===== config.mk =====
export PLATFORM = sky130hd
export DESIGN_NAME = wave_pipe_ctrl
export DESIGN_NICKNAME = d
export VERILOG_FILES = /design/src/rtl/wave_pipe_ctrl.sv
export SDC_FILE = /design/constraint.sdc
export NUM_CORES = 1
export LEC_CHECK = 0
export BUFFER_PORTS_ARGS = -buffer_cell sky130_fd_sc_hd__buf_2
export CORE_MARGIN = 4
export CORE_UTILIZATION = 40
export CTS_CLUSTER_SIZE = 16
export DETAILED_ROUTE_END_ITERATION = 6
export SLEW_MARGIN = 20
export SYNTH_ARGS = -nofsm -noshare
export SYNTH_HDL_FRONTEND = slang
export SYNTH_SLANG_ARGS = --single-unit
export TNS_END_PERCENT = 100

===== constraint.sdc =====
create_clock -name clk -period 1.9 [get_ports clk]
set_input_delay 0.19 -clock clk [delete_from_list [all_inputs] [get_ports clk]]
set_output_delay 0.19 -clock clk [all_outputs]
set_load 0.005 [all_outputs]

===== src/rtl/wave_pipe_ctrl.sv =====
// Flow controller for the wave_former pipeline: stage valids, shared enable, priming and flush.
// Optional WAVE_PIPE_STATS_EN adds saturating stall_cnt / drop_cnt outputs.
module wave_pipe_ctrl #(
  parameter int LATENCY   = 4,
  parameter int PRIME_LEN = 16,
  parameter int CNT_W     = (PRIME_LEN > 0) ? $clog2(PRIME_LEN + 1) : 1
) (
  input  logic        clk,
  input  logic        reset,
  input  logic        s_valid,
  output logic        s_ready,
  output logic        m_valid,
  input  logic        m_ready,
  output logic        enable,
  input  logic        flush,
  output logic        dl_clear,
  output logic        delay_valid,
  output logic        busy
`ifdef WAVE_PIPE_STATS_EN
  ,
  output logic [15:0] stall_cnt,
  output logic [15:0] drop_cnt
`endif
);

  localparam logic [1:0] ST_PRIME = 2'd0;
  localparam logic [1:0] ST_RUN   = 2'd1;
  localparam logic [1:0] ST_FLUSH = 2'd2;
  // With no priming the block starts (and re-enters after flush) directly streaming.
  localparam logic [1:0] ST_INIT    = (PRIME_LEN == 0) ? ST_RUN : ST_PRIME;
  localparam logic       PRIMED_INIT = (PRIME_LEN == 0);
  localparam logic [CNT_W-1:0] PRIME_LAST = CNT_W'((PRIME_LEN > 0) ? PRIME_LEN - 1 : 0);

  logic [LATENCY-1:0] vld_q, vld_d;
  logic [1:0]         state_q, state_d;
  logic [CNT_W-1:0]   prime_cnt_q, prime_cnt_d;
  logic               primed_q, primed_d;
  logic               dl_clear_q, dl_clear_d;
  logic               out_vld, drop;

  assign out_vld     = vld_q[LATENCY-1];
  assign enable      = !out_vld || m_ready || !primed_q;
  assign s_ready     = enable && (state_q != ST_FLUSH) && !flush;
  assign m_valid     = out_vld && primed_q;
  assign delay_valid = primed_q;
  assign dl_clear    = dl_clear_q;
  assign busy        = (|vld_q) || (state_q != ST_RUN);
  assign drop        = out_vld && !primed_q && enable;

  always_comb begin
    vld_d       = vld_q;
    state_d     = state_q;
    prime_cnt_d = prime_cnt_q;
    primed_d    = primed_q;
    dl_clear_d  = 1'b0;
    if (enable) begin
      vld_d[0] = s_valid && s_ready;
      for (int i = 1; i < LATENCY; i++) vld_d[i] = vld_q[i-1];
    end
    case (state_q)
      ST_PRIME, ST_RUN: begin
        if (state_q == ST_PRIME && drop) begin
          if (prime_cnt_q == PRIME_LAST) begin
            primed_d    = 1'b1;
            prime_cnt_d = '0;
            state_d     = ST_RUN;
          end else begin
            prime_cnt_d = prime_cnt_q + CNT_W'(1);
          end
        end
        if (flush) state_d = ST_FLUSH;
      end
      ST_FLUSH: begin
        // In-flight samples drain with whatever primed status they had.
        if (vld_q == '0) begin
          dl_clear_d  = 1'b1;
          state_d     = ST_INIT;
          primed_d    = PRIMED_INIT;
          prime_cnt_d = '0;
        end
      end
      default: state_d = ST_INIT;
    endcase
  end

  always_ff @(posedge clk) begin
    if (reset) begin
      vld_q       <= '0;
      state_q     <= ST_INIT;
      prime_cnt_q <= '0;
      primed_q    <= PRIMED_INIT;
      dl_clear_q  <= 1'b0;
    end else begin
      vld_q       <= vld_d;
      state_q     <= state_d;
      prime_cnt_q <= prime_cnt_d;
      primed_q    <= primed_d;
      dl_clear_q  <= dl_clear_d;
    end
  end

`ifdef WAVE_PIPE_STATS_EN
  logic [15:0] stall_cnt_q, stall_cnt_d;
  logic [15:0] drop_cnt_q, drop_cnt_d;

  always_comb begin
    stall_cnt_d = stall_cnt_q;
    drop_cnt_d  = drop_cnt_q;
    if (!enable && stall_cnt_q != 16'hFFFF) stall_cnt_d = stall_cnt_q + 16'd1;
    if (drop && drop_cnt_q != 16'hFFFF)     drop_cnt_d  = drop_cnt_q + 16'd1;
  end

  always_ff @(posedge clk) begin
    if (reset) begin
      stall_cnt_q <= '0;
      drop_cnt_q  <= '0;
    end else begin
      stall_cnt_q <= stall_cnt_d;
      drop_cnt_q  <= drop_cnt_d;
    end
  end

  assign stall_cnt = stall_cnt_q;
  assign drop_cnt  = drop_cnt_q;
`endif

endmodule


==> impl_metrics.json <==
{
  "r2r-end": "state_q[0]",
  "r2r_slack_ns": 0.27,
  "path_cells": "nor4b_4 -> nand4_1 -> or2_1 -> a2111oi_2",
  "core_area_um2": 1330,
  "tns_ns": 0,
  "vias": 437,
  "synth_area_per_cell_um2": 9.80,
  "grt_pass1_vias": 420,
  "power_density_nw_per_um2": 730,
  "cp.depth": 4,
  "initialDrtViolationCount": 4,
  "synth_seq_cells": 13,
  "drive_gt1_share_pct": 26.4,
  "hp-class": "in -> reg",
  "antenna_found_initial": 0,
  "synth.top_cells.by_count": "dfxtp_1 (13), nor2_1 (7), a21oi_1 (5)",
  "drtPass1Iterations": 3,
  "slew_headroom_pct": 77.2,
  "synth_top_cell_by_area": "dfxtp_1",
  "cts_buffer_depth": 2,
  "clock_sinks": 13,
  "yosysWarnings": 0,
  "dr_wl_met3_um": 74,
  "r2r-start": "state_q[0]",
  "ys_top_cells_by_area": "dfxtp_1 (45%), nor2_1 (4.5%), a21oi_1 (4.3%)",
  "dp_hpwl_um": 808,
  "drt-wirelength-per-cell_um": 11.9,
  "placed_cell_area_um2": 647,
  "setup.worst_path.start": "state_q[0]",
  "crit_type": "reg -> reg",
  "status": "finished clean",
  "worst-endpoint-required_ns": 2.08,
  "ant_nets": 0,
  "clk_pin_slew_ns": 0.08,
  "area.growth.synth_to_final_pct": 16.5,
  "start_kind": "register",
  "final_cell_area_um2": 673,
  "min_period_over_period_pct": 85.7,
  "cts-htree-levels": 1,
  "die_h_um": 46.0,
  "cts_inserted_buffers": 3,
  "synthFlopType": "dfxtp_1",
  "grt_max_degree": 12,
  "synth_nets": 65,
  "endpoint": "state_q[0]",
  "synth-edff-count": 0,
  "cts_tree": "yes",
  "crit_path_end_kind": "register",
  "n_antenna_cell": 0,
  "rsz0062_at_grt": "no",
  "slew_violations": 0,
  "post-cts-setup-buffers": 0,
  "ys_seq_area_share_pct": 45.0,
  "ys_types": 29,
  "dieArea_um2": 2120,
  "critical_path_buf_inv_count": 0,
  "start_util_pct": 43.3,
  "synth_most_common_cell": "dfxtp_1",
  "nNetsFinal": 79,
  "grt-ovfl-total": 0,
  "holdBufCountCts": 0,
  "slowest_delay_ns": 0.40,
  "cp_top_family": "simple AND/OR/NAND/NOR gates",
  "highest_layer": "met4",
  "gp_congestion": 0.710,
  "port_buffers": 10,
  "reg2reg_depth": 4,
  "routed_wl_um": 1040,
  "maxCapViolations": 0,
  "drc": 0,
  "clock_skew_ns": 0.00187,
  "clock_latency_ns": 0.27,
  "crit_arrival_ns": 1.80,
  "final_util_pct": 50.5,
  "cts_resized": 0,
  "grtUsageTotal_pct": 12.3,
  "period_needed_ns": 1.63,
  "boundaryPins": 11,
  "tightest_slew_ns": 0.340,
  "syn_area_um2": 578,
  "p_leak_uw": 0.000267,
  "cts_root_buf": "clkbuf_4",
  "synth_top_area_share_pct": 45.0,
  "met2WireLength_um": 408,
  "row_count": 13,
  "grt_pass1_wl_um": 1750,
  "synthCells": 59,
  "report.final.hold_viol_count": 0,
  "peakVddDrop_uv": 370,
  "viasPerCell": 5.02,
  "path_max_fanout": 6,
  "fill_cells": 137,
  "die_x_um": 46.0,
  "fmax_mhz": 614,
  "routedLengthMet1_um": 539,
  "synthArstFlopShare_pct": 0,
  "cpMaxStageDelayCell": "nor4b_4",
  "setup_viol": 0
}
area by class of cell:
type,count,area (um2),share of cell area [%]
clock buffer,4,26.3,3.90
multi-input combinational,42,303,45.0
sequential,13,260,38.7
timing repair buffer,11,57.6,8.55
tap,15,18.8,2.79
inverter,2,7.51,1.12
worst min-delay path by stage:
| stage | depth (start not counted) | slack (ns) | startpoint | end |
|---|---|---|---|---|
| floorplan | 1 | 0.27 | flush | state_q[0] |
| global placement | 2 | 0.40 | flush | state_q[0] |
| detailed placement | 2 | 0.40 | flush | state_q[0] |
| CTS | 2 | 0.10 | flush | state_q[0] |
| global route | 2 | 0.09 | flush | state_q[0] |
| finish | 2 | 0.11 | flush | state_q[0] |
cells in the final DEF, fill, tap and decap left out, drive strengths merged:
master   instances
nand2b           3
a211oi           1
a22oi            1
o21a             1
nor4b            1
nor2             7
nand3b           2
nor3             2
nand3            1
inv              2
or2              1
o21ai            1
buf             11
and3b            1
a311oi           1
mux2i            2
nand2            2
and2b            1
a21oi            5
and3             1
dfxtp           13
ha               1
a2111oi          1
xor2             1
and2             1
clkbuf           4
a21o             1
nand4            1
or3              1
nor4             1
flip-flops by register name (all words and copies together), names as in the netlist:
| signal | flops |
|---|---|
| prime_cnt_q | 5 |
| vld_q | 4 |
| state_q | 2 |
| delay_valid | 1 |
| dl_clear | 1 |
per-layer routing:
layer | track usage (%) | vias to the layer above
met5 | 0 | -
met1 | 15.0 | 186
li1 | - | 237
met2 | 16.5 | 12
met4 | 6.82 | 0
met3 | 7.11 | 2
where the power goes:
part	switching [uW]	internal [uW]	total (uW)	leakage (uW)
logic	19.8	19.6	39.5	0.000146
registers	6.56	278	285	0.000105
clock network	86.0	81.3	167	0.0000150
total	112	379	492	0.000267
stage by stage:
stage	instances	worst slack, ns	hold WS (ns)	total power (uW)
5_1_grt	87	0.150	0.0909	525
6_report	87	0.272	0.111	492
3_5_place_dp	83	0.303	0.403	332
4_1_cts	87	0.282	0.103	502
2_1_floorplan	59	0.407	0.266	317
3_3_place_gp	83	0.333	0.400	332
kinds of logic (layout without fill, tap and decap cells):
kind of cell / Yosys count / in the layout / share of synthesized area [%]
and+or+nand+nor: 26 / 26 / 30.5
DFF: 13 / 13 / 45.0
AOI/OAI and AO/OA: 12 / 12 / 14.7
buffers and inverters: 4 / 17 / 2.60
muxes: 2 / 2 / 3.46
adders and majority gates: 1 / 1 / 2.16
xor gates and xnor gates: 1 / 1 / 1.52
worst reg2reg max path: cells and delay by family, from the launching register on:
kind	cells	cell delay [ns]
AOI/OAI and AO/OA	1	0.33
DFF	1	0.35
and+or+nand+nor	3	0.85
No activity file was read; power rests on OpenSTA's default activity.
